<file path="src/rtl/alu_md_unit.sv">
// alu_md_unit: WIDTH-bit execute ALU with an iterative radix-2 multiply/divide unit and HI/LO registers.
// Define ALU_DIV_EN to build the divider for DIV/DIVU; without it those ops return illegal in one cycle.
`timescale 1ns/1ps
module alu_md_unit #(
  parameter int WIDTH = 32
) (
  input  logic             clk,
  input  logic             reset_n,
  input  logic             flush,
  input  logic             in_valid,
  output logic             in_ready,
  input  logic [4:0]       op,
  input  logic [WIDTH-1:0] in1,
  input  logic [WIDTH-1:0] in2,
  output logic             out_valid,
  input  logic             out_ready,
  output logic [WIDTH-1:0] out,
  output logic             zero,
  output logic             illegal
);
  localparam int SHAMT_W = $clog2(WIDTH);
  localparam int CNT_W   = $clog2(WIDTH) + 1;
  localparam logic [WIDTH-1:0]   ZERO_W   = {WIDTH{1'b0}};
  localparam logic [WIDTH-1:0]   ONES_W   = {WIDTH{1'b1}};
  localparam logic [2*WIDTH-1:0] ZERO_2W  = {(2*WIDTH){1'b0}};
  localparam logic [CNT_W-1:0]   CNT_ONE  = {{(CNT_W-1){1'b0}}, 1'b1};
  localparam logic [CNT_W-1:0]   CNT_FULL = CNT_W'(WIDTH);

  localparam logic [4:0] OP_ADD   = 5'h00;
  localparam logic [4:0] OP_SUB   = 5'h01;
  localparam logic [4:0] OP_AND   = 5'h03;
  localparam logic [4:0] OP_OR    = 5'h04;
  localparam logic [4:0] OP_XOR   = 5'h05;
  localparam logic [4:0] OP_NOR   = 5'h06;
  localparam logic [4:0] OP_SLTU  = 5'h07;
  localparam logic [4:0] OP_SLT   = 5'h08;
  localparam logic [4:0] OP_SLL   = 5'h09;
  localparam logic [4:0] OP_SRL   = 5'h0A;
  localparam logic [4:0] OP_SRA   = 5'h0B;
  localparam logic [4:0] OP_GTZ   = 5'h0C;
  localparam logic [4:0] OP_MULT  = 5'h10;
  localparam logic [4:0] OP_MULTU = 5'h11;
`ifdef ALU_DIV_EN
  localparam logic [4:0] OP_DIV   = 5'h12;
  localparam logic [4:0] OP_DIVU  = 5'h13;
`endif
  localparam logic [4:0] OP_MFHI  = 5'h14;
  localparam logic [4:0] OP_MFLO  = 5'h15;
  localparam logic [4:0] OP_MTHI  = 5'h16;
  localparam logic [4:0] OP_MTLO  = 5'h17;

  typedef enum logic [1:0] {ST_IDLE = 2'd0, ST_BUSY = 2'd1, ST_DONE = 2'd2} state_t;

  state_t             state_r;
  logic [WIDTH-1:0]   out_r, hi_r, lo_r, acc_hi_r, acc_lo_r, opnd_r;
  logic               zero_r, illegal_r, out_valid_r, neg_q_r;
  logic [CNT_W-1:0]   cnt_r;
`ifdef ALU_DIV_EN
  logic               is_div_r, neg_r_r, div0_r, md_div_s;
  logic [WIDTH:0]     div_sh_s;
  logic [WIDTH-1:0]   div_sub_s;
`endif
  logic [SHAMT_W-1:0] shamt_s;
  logic [WIDTH-1:0]   alu_res_s, step_hi_s, step_lo_s, fin_hi_s, fin_lo_s;
  logic               alu_ill_s, md_start_s, md_signed_s, accept_s;
  logic [WIDTH:0]     mul_sum_s;
  logic [2*WIDTH-1:0] prod_s, prod_fin_s;

  // Operands are converted to magnitudes; the sign is reapplied when the result commits.
  function automatic logic [WIDTH-1:0] magnitude(input logic [WIDTH-1:0] v, input logic is_signed);
    if (is_signed && v[WIDTH-1]) begin
      return ZERO_W - v;
    end else begin
      return v;
    end
  endfunction

  assign shamt_s   = in1[SHAMT_W-1:0];
  assign out       = out_r;
  assign zero      = zero_r;
  assign illegal   = illegal_r;
  assign out_valid = out_valid_r;

  // Handshake: accept while idle, or while the current result is being consumed.
  always_comb begin
    in_ready = reset_n & ((state_r == ST_IDLE) | ((state_r == ST_DONE) & out_ready));
    accept_s = in_valid & in_ready;
  end

  // Single-cycle ALU result and multiply/divide start decode.
  always_comb begin
    alu_res_s   = ZERO_W;
    alu_ill_s   = 1'b0;
    md_start_s  = 1'b0;
    md_signed_s = 1'b0;
`ifdef ALU_DIV_EN
    md_div_s    = 1'b0;
`endif
    case (op)
      OP_ADD:   alu_res_s = in1 + in2;
      OP_SUB:   alu_res_s = in1 - in2;
      OP_AND:   alu_res_s = in1 & in2;
      OP_OR:    alu_res_s = in1 | in2;
      OP_XOR:   alu_res_s = in1 ^ in2;
      OP_NOR:   alu_res_s = ~(in1 | in2);
      OP_SLTU:  alu_res_s = {{(WIDTH-1){1'b0}}, (in1 < in2)};
      OP_SLT:   alu_res_s = {{(WIDTH-1){1'b0}}, ($signed(in1) < $signed(in2))};
      OP_SLL:   alu_res_s = in2 << shamt_s;
      OP_SRL:   alu_res_s = in2 >> shamt_s;
      OP_SRA:   alu_res_s = $unsigned($signed(in2) >>> shamt_s);
      OP_GTZ:   alu_res_s = {{(WIDTH-1){1'b0}}, ~in1[WIDTH-1]};
      OP_MULT:  begin md_start_s = 1'b1; md_signed_s = 1'b1; end
      OP_MULTU: md_start_s = 1'b1;
`ifdef ALU_DIV_EN
      OP_DIV:   begin md_start_s = 1'b1; md_signed_s = 1'b1; md_div_s = 1'b1; end
      OP_DIVU:  begin md_start_s = 1'b1; md_div_s = 1'b1; end
`endif
      OP_MFHI:  alu_res_s = hi_r;
      OP_MFLO:  alu_res_s = lo_r;
      OP_MTHI:  alu_res_s = in1;
      OP_MTLO:  alu_res_s = in1;
      default:  alu_ill_s = 1'b1;
    endcase
  end

  // One radix-2 iteration plus the sign-corrected final HI/LO values.
  always_comb begin
    mul_sum_s  = {1'b0, acc_hi_r} + (acc_lo_r[0] ? {1'b0, opnd_r} : {1'b0, ZERO_W});
    step_hi_s  = mul_sum_s[WIDTH:1];
    step_lo_s  = {mul_sum_s[0], acc_lo_r[WIDTH-1:1]};
    prod_s     = {step_hi_s, step_lo_s};
    prod_fin_s = neg_q_r ? (ZERO_2W - prod_s) : prod_s;
    fin_hi_s   = prod_fin_s[2*WIDTH-1:WIDTH];
    fin_lo_s   = prod_fin_s[WIDTH-1:0];
`ifdef ALU_DIV_EN
    // Restoring division: the remainder never exceeds the divisor, so WIDTH-bit subtraction is exact.
    div_sh_s  = {acc_hi_r, acc_lo_r[WIDTH-1]};
    div_sub_s = div_sh_s[WIDTH-1:0] - opnd_r;
    if (is_div_r) begin
      if (div_sh_s >= {1'b0, opnd_r}) begin
        step_hi_s = div_sub_s;
        step_lo_s = {acc_lo_r[WIDTH-2:0], 1'b1};
      end else begin
        step_hi_s = div_sh_s[WIDTH-1:0];
        step_lo_s = {acc_lo_r[WIDTH-2:0], 1'b0};
      end
      fin_lo_s = div0_r ? ONES_W : (neg_q_r ? (ZERO_W - step_lo_s) : step_lo_s);
      fin_hi_s = neg_r_r ? (ZERO_W - step_hi_s) : step_hi_s;
    end else begin
      fin_hi_s = prod_fin_s[2*WIDTH-1:WIDTH];
      fin_lo_s = prod_fin_s[WIDTH-1:0];
    end
`endif
  end

  // Control FSM, HI/LO and registered result outputs.
  always_ff @(posedge clk) begin
    if (!reset_n) begin
      state_r     <= ST_IDLE;
      out_r       <= ZERO_W;
      zero_r      <= 1'b1;
      illegal_r   <= 1'b0;
      out_valid_r <= 1'b0;
      hi_r        <= ZERO_W;
      lo_r        <= ZERO_W;
      acc_hi_r    <= ZERO_W;
      acc_lo_r    <= ZERO_W;
      opnd_r      <= ZERO_W;
      cnt_r       <= {CNT_W{1'b0}};
      neg_q_r     <= 1'b0;
`ifdef ALU_DIV_EN
      is_div_r    <= 1'b0;
      neg_r_r     <= 1'b0;
      div0_r      <= 1'b0;
`endif
    end else if (flush) begin
      state_r     <= ST_IDLE;
      out_valid_r <= 1'b0;
    end else begin
      case (state_r)
        ST_BUSY: begin
          acc_hi_r <= step_hi_s;
          acc_lo_r <= step_lo_s;
          cnt_r    <= cnt_r - CNT_ONE;
          if (cnt_r == CNT_ONE) begin
            hi_r        <= fin_hi_s;
            lo_r        <= fin_lo_s;
            out_r       <= fin_lo_s;
            zero_r      <= (fin_lo_s == ZERO_W);
            illegal_r   <= 1'b0;
            out_valid_r <= 1'b1;
            state_r     <= ST_DONE;
          end
        end
        ST_IDLE, ST_DONE: begin
          if (accept_s && md_start_s) begin
            state_r     <= ST_BUSY;
            out_valid_r <= 1'b0;
            cnt_r       <= CNT_FULL;
            acc_hi_r    <= ZERO_W;
            neg_q_r     <= md_signed_s & (in1[WIDTH-1] ^ in2[WIDTH-1]);
`ifdef ALU_DIV_EN
            is_div_r    <= md_div_s;
            neg_r_r     <= md_signed_s & in1[WIDTH-1];
            div0_r      <= (in2 == ZERO_W);
            if (md_div_s) begin
              acc_lo_r <= magnitude(in1, md_signed_s);
              opnd_r   <= magnitude(in2, md_signed_s);
            end else begin
              acc_lo_r <= magnitude(in2, md_signed_s);
              opnd_r   <= magnitude(in1, md_signed_s);
            end
`else
            acc_lo_r    <= magnitude(in2, md_signed_s);
            opnd_r      <= magnitude(in1, md_signed_s);
`endif
          end else if (accept_s) begin
            state_r     <= ST_DONE;
            out_valid_r <= 1'b1;
            out_r       <= alu_res_s;
            zero_r      <= (alu_res_s == ZERO_W);
            illegal_r   <= alu_ill_s;
            if (op == OP_MTHI) hi_r <= in1;
            if (op == OP_MTLO) lo_r <= in1;
          end else if ((state_r == ST_DONE) && out_ready) begin
            state_r     <= ST_IDLE;
            out_valid_r <= 1'b0;
          end
        end
        default: begin
          state_r     <= ST_IDLE;
          out_valid_r <= 1'b0;
        end
      endcase
    end
  end
endmodule
</file>
<file path="config.mk">
export PLATFORM = sky130hd
export DESIGN_NAME = alu_md_unit
export DESIGN_NICKNAME = d
export VERILOG_FILES = /design/src/rtl/alu_md_unit.sv
export SDC_FILE = /design/constraint.sdc
export NUM_CORES = 1
export LEC_CHECK = 0
export BUFFER_PORTS_ARGS = -buffer_cell sky130_fd_sc_hd__buf_4
export CORE_ASPECT_RATIO = 0.7
export CORE_UTILIZATION = 25
export CTS_CLUSTER_SIZE = 25
export DETAILED_ROUTE_END_ITERATION = 8
export PLACE_DENSITY = 0.45
export SYNTH_ARGS = -nofsm -noshare
export SYNTH_HDL_FRONTEND = slang
export SYNTH_SLANG_ARGS = --single-unit
</file>
<file path="constraint.sdc">
create_clock -name clk -period 5.8 [get_ports clk]
set_clock_uncertainty 0.05 [all_clocks]
set_input_delay 0.58 -clock clk [delete_from_list [all_inputs] [get_ports clk]]
set_output_delay 0.58 -clock clk [all_outputs]
set_load 0.05 [all_outputs]
</file>
==> out/results.md <==
Clock tree
• **TritonCTS Buffers** 21
• **clock insertion delay at the later pin of the skew report** 0.54 ns
• **Sinks on Clock Net** 203
• **Post-CTS Setup Inserts** 0
• **hold-fix buffer count after cts** 0
• **clock transition time at the flip-flop clock pins of the worst setup and hold paths** 0.08 ns
• **number of H-tree levels** 1
• **clock tree from TritonCTS** built
• **clk root buf** sky130_fd_sc_hd__clkbuf_16
• **worst-case clock buffer depth** 3
• **count of cells resized by post-cts repair** 0

Placed design
• **worst-case setup slack after placement** 0.113 ns
• **number of I/O port buffers** 109
• **total placed instance area** 26000 sq um
• **RD Place Congestion** 1.03
• **number of cells after detailed placement** 4537
• **hpwl dp** 109000 microns

Routing
• **vias after detailed routing** 27.6k
• **WL per Instance** 30.1 microns
• **Pre-Repair DR Iteration Count** 9
• **post-route DRC violation count** 0
• **residual antenna-violating net count after detailed routing** 0
• **Total Wirelength** 138000 microns
• **number of design-rule violations left by the first detailed-router iteration** 4115
• **via density per instance** 6.03

Critical path
• **family of cells with the greatest summed delay on the critical path** simple AND/OR/NAND/NOR gates
• **CP Cell Sequence** buf_4, buf_4, nor2b_1, a22oi_1, o211ai_1, nor2_1, o31ai_1, or4b_1, nor2_1, nor4b_1, nand4b_1, nor4_1, buf_4, nand4b_1, o41ai_2
• **arrival time worst endpoint** 5.92 ns
• **capture point of the worst reg-to-reg path** hi_r[27]
• **worst-path maximum fanout** 58
• **number of buffer and inverter instances along the worst setup path** 3
• **critical path endpoint category** flip-flop
• **required time reported for the critical path endpoint** 6.20 ns
• **path type of the worst setup path** input pin to flip-flop
• **number of cells traversed by the worst register-to-register path** 16
• **library cell appearing most often on the critical path** sky130_fd_sc_hd__buf_4
• **source of the worst register-to-register timing path** acc_lo_r[0]
• **flop2flop setup slack** 0.61 ns
• **CP peak stage delay** 1.06 ns
• **CP max stage cell** sky130_fd_sc_hd__nor4b_1
• **sort of element at the start of the critical path** input pin

Power
• **leakage power summed over all cells** 10.3 nW
• **Pwr per Cell Area** 168 nW/um^2
• **worst vdd rail ir drop** 0.170 mV

GRT
• **first-pass GRT wire length** 194000 microns
• **initial antenna violation count** 4
• **pin count of the biggest net entering global routing** 96
• **vias in the first global route** 25.0k
• **overflow left after global routing** 0
• **GRT Resource Usage Total** 27.8%

Floorplan
• **placement row count** 93
• **horizontal extent of the die** 369 microns
• **initial core utilization** 25.4%
• **Core Region** 92600 sq um
• **Die Y** 259 microns
• **Top-Level Pins** 110
• **die outline area** 95500 sq um

Yosys
• **Yosys cell types** 91
• **number of cells produced by synthesis** 3320
• **summed instance area of the synthesized netlist** 23600 sq um
• **Main synth FF type** sky130_fd_sc_hd__dfxtp_1
• **total number of yosys warnings** 0
• **EDFF count, synth** 0
• **average instance area after synthesis** 7.10 sq um
• **post-synth top area cell** sky130_fd_sc_hd__dfxtp_1
• **fraction of the yosys area taken by sequential cells** 17.2%
• **register bit count reported by yosys** 203
• **top cells by area in the synthesized netlist** sky130_fd_sc_hd__dfxtp_1 (17%), sky130_fd_sc_hd__ha_1 (8.0%), sky130_fd_sc_hd__nand2_1 (6.5%)
• **nets in the synthesized netlist** 3547
• **proportion of netlist area held by the largest area contributor** 17.2%
• **proportion of synthesized flip-flops having asynchronous set or reset** 0%

Status
• **status** complete, but fails checks
• **violated checks** max-capacitance violations

Worst hold path
• **path category of the worst min-delay check** input pin to flip-flop
• **hold path start** in_valid
• **number of instances on the worst hold path** 3
• **capture endpoint of the worst hold path** state_r[1]

Job
• **total of max-cap violations** 1

Finish
• **Final Instance Area** 26800 sq um
• **signed area change from the synthesized netlist to the final layout** 13.6%
• **final core utilization** 28.9%
• **share of layout cells above drive strength 1** 12.1%
• **commonest cells after routing, fill and taps aside** sky130_fd_sc_hd__nand2_1 (409), sky130_fd_sc_hd__nor2_1 (299), sky130_fd_sc_hd__a21oi_1 (293)
• **# nets final** 3552
• **Non-Filler Instances** 4577
• **most common cell after layout, fill and taps aside** sky130_fd_sc_hd__nand2_1

STA
• **unrepaired setup endpoints after global routing** false
• **final-report setup violation count** 0
• **Max Clock Freq** 0.181 GHz
• **final clock period utilization by the worst path** 95.0%
• **final worst path period need** 5.51 ns
• **final worst-path setup slack** 0.288 ns
• **normalized max-slew margin** 1.41%
• **transition time at the pin with the least slew margin** 1.47 ns
• **Fin. Hold Viols** 0
• **number of max-slew violations in the final report** 0
• **Total Negative Setup Slacks** 0 ns

[final cells by class]
class | count | area (sq um)
clock buffers | 26 | 574
flip-flops and latches | 203 | 4070
fillers | 10273 | 65900
inverters | 125 | 474
repair buffers | 253 | 1910
diodes | 3 | 7.51
clock inverters | 11 | 143
multi-input cells | 2721 | 18000
well taps | 1235 | 1550
[kinds of logic after synthesis]
group | count (synthesis) | share of synthesized area, %
buffers and inverters | 396 | 6.45
adder cells (fa/ha/maj) | 153 | 8.22
flip-flops | 203 | 17.2
multiplexers | 118 | 6.99
AO/OA/AOI/OAI | 1092 | 31.2
AND/OR/NAND/NOR | 1195 | 23.8
XOR/XNOR | 163 | 6.06
[Yosys cell counts, types with 40 or more instances]
cell and number:
sky130_fd_sc_hd__a22oi_1 61, sky130_fd_sc_hd__xor2_1 56, sky130_fd_sc_hd__o211ai_1 105, sky130_fd_sc_hd__clkbuf_1 233, sky130_fd_sc_hd__dfxtp_1 203, sky130_fd_sc_hd__nand2_1 409
sky130_fd_sc_hd__xnor2_1 107, sky130_fd_sc_hd__and2_1 56, sky130_fd_sc_hd__nor2_1 304, sky130_fd_sc_hd__a211oi_1 90, sky130_fd_sc_hd__o31ai_1 40, sky130_fd_sc_hd__a21oi_1 293
sky130_fd_sc_hd__nor3_1 70, sky130_fd_sc_hd__inv_1 115, sky130_fd_sc_hd__ha_1 150, sky130_fd_sc_hd__nand4_1 45, sky130_fd_sc_hd__mux2i_1 60, sky130_fd_sc_hd__nand3_1 96
sky130_fd_sc_hd__o21ai_0 149
[routing by layer]
metal / wire length (microns) / GRT usage, % / up-vias
met1: 67400 / 43.6 / 13510
met5: 36 / 0 / -
met4: 3590 / 6.21 / 6
met2: 50700 / 36.0 / 1604
li1: - / - / 12292
met3: 15900 / 7.69 / 181
[power by group]
group          switching [mW]  internal, mW  total (mW)
clock network           0.673         0.843        1.52
logic                    1.09         0.471        1.56
registers              0.0106          1.40        1.41
total                    1.77          2.72        4.49
[metrics by stage]
stage          power, mW  hold slack (ns)
2_1_floorplan       2.28            0.377
3_3_place_gp        2.95            0.388
3_5_place_dp        2.93            0.392
4_1_cts             4.44            0.258
5_1_grt             4.63            0.303
6_report            4.49            0.283
[worst max-delay path by stage]
stage | cells past startpoint | slack (ns) | from | to
2_1_floorplan | 19 | 0.28 | in1[3] | zero
3_3_place_gp | 15 | 0.1 | in1[0] | zero
3_5_place_dp | 15 | 0.11 | in1[0] | zero
4_1_cts | 16 | 0.63 | acc_lo_r[0] | hi_r[27]
5_1_grt | 16 | 0.09 | acc_lo_r[0] | hi_r[27]
6_report | 15 | 0.29 | in1[0] | zero
[worst min-delay path, delay by kind of cell]
kind            cells  cell delay (ns)
simple gates        1             0.05
buf+inv             1             0.12
compound gates      1             0.08
[registers in the layout (all words and copies together), names as in the netlist, 2 cells and up]
name and cells:
opnd_r 32, hi_r 32, out 32, state_r 2, cnt_r 6, lo_r 32, acc_hi_r 32, acc_lo_r 32
No activity file was read; power rests on OpenSTA's default activity.
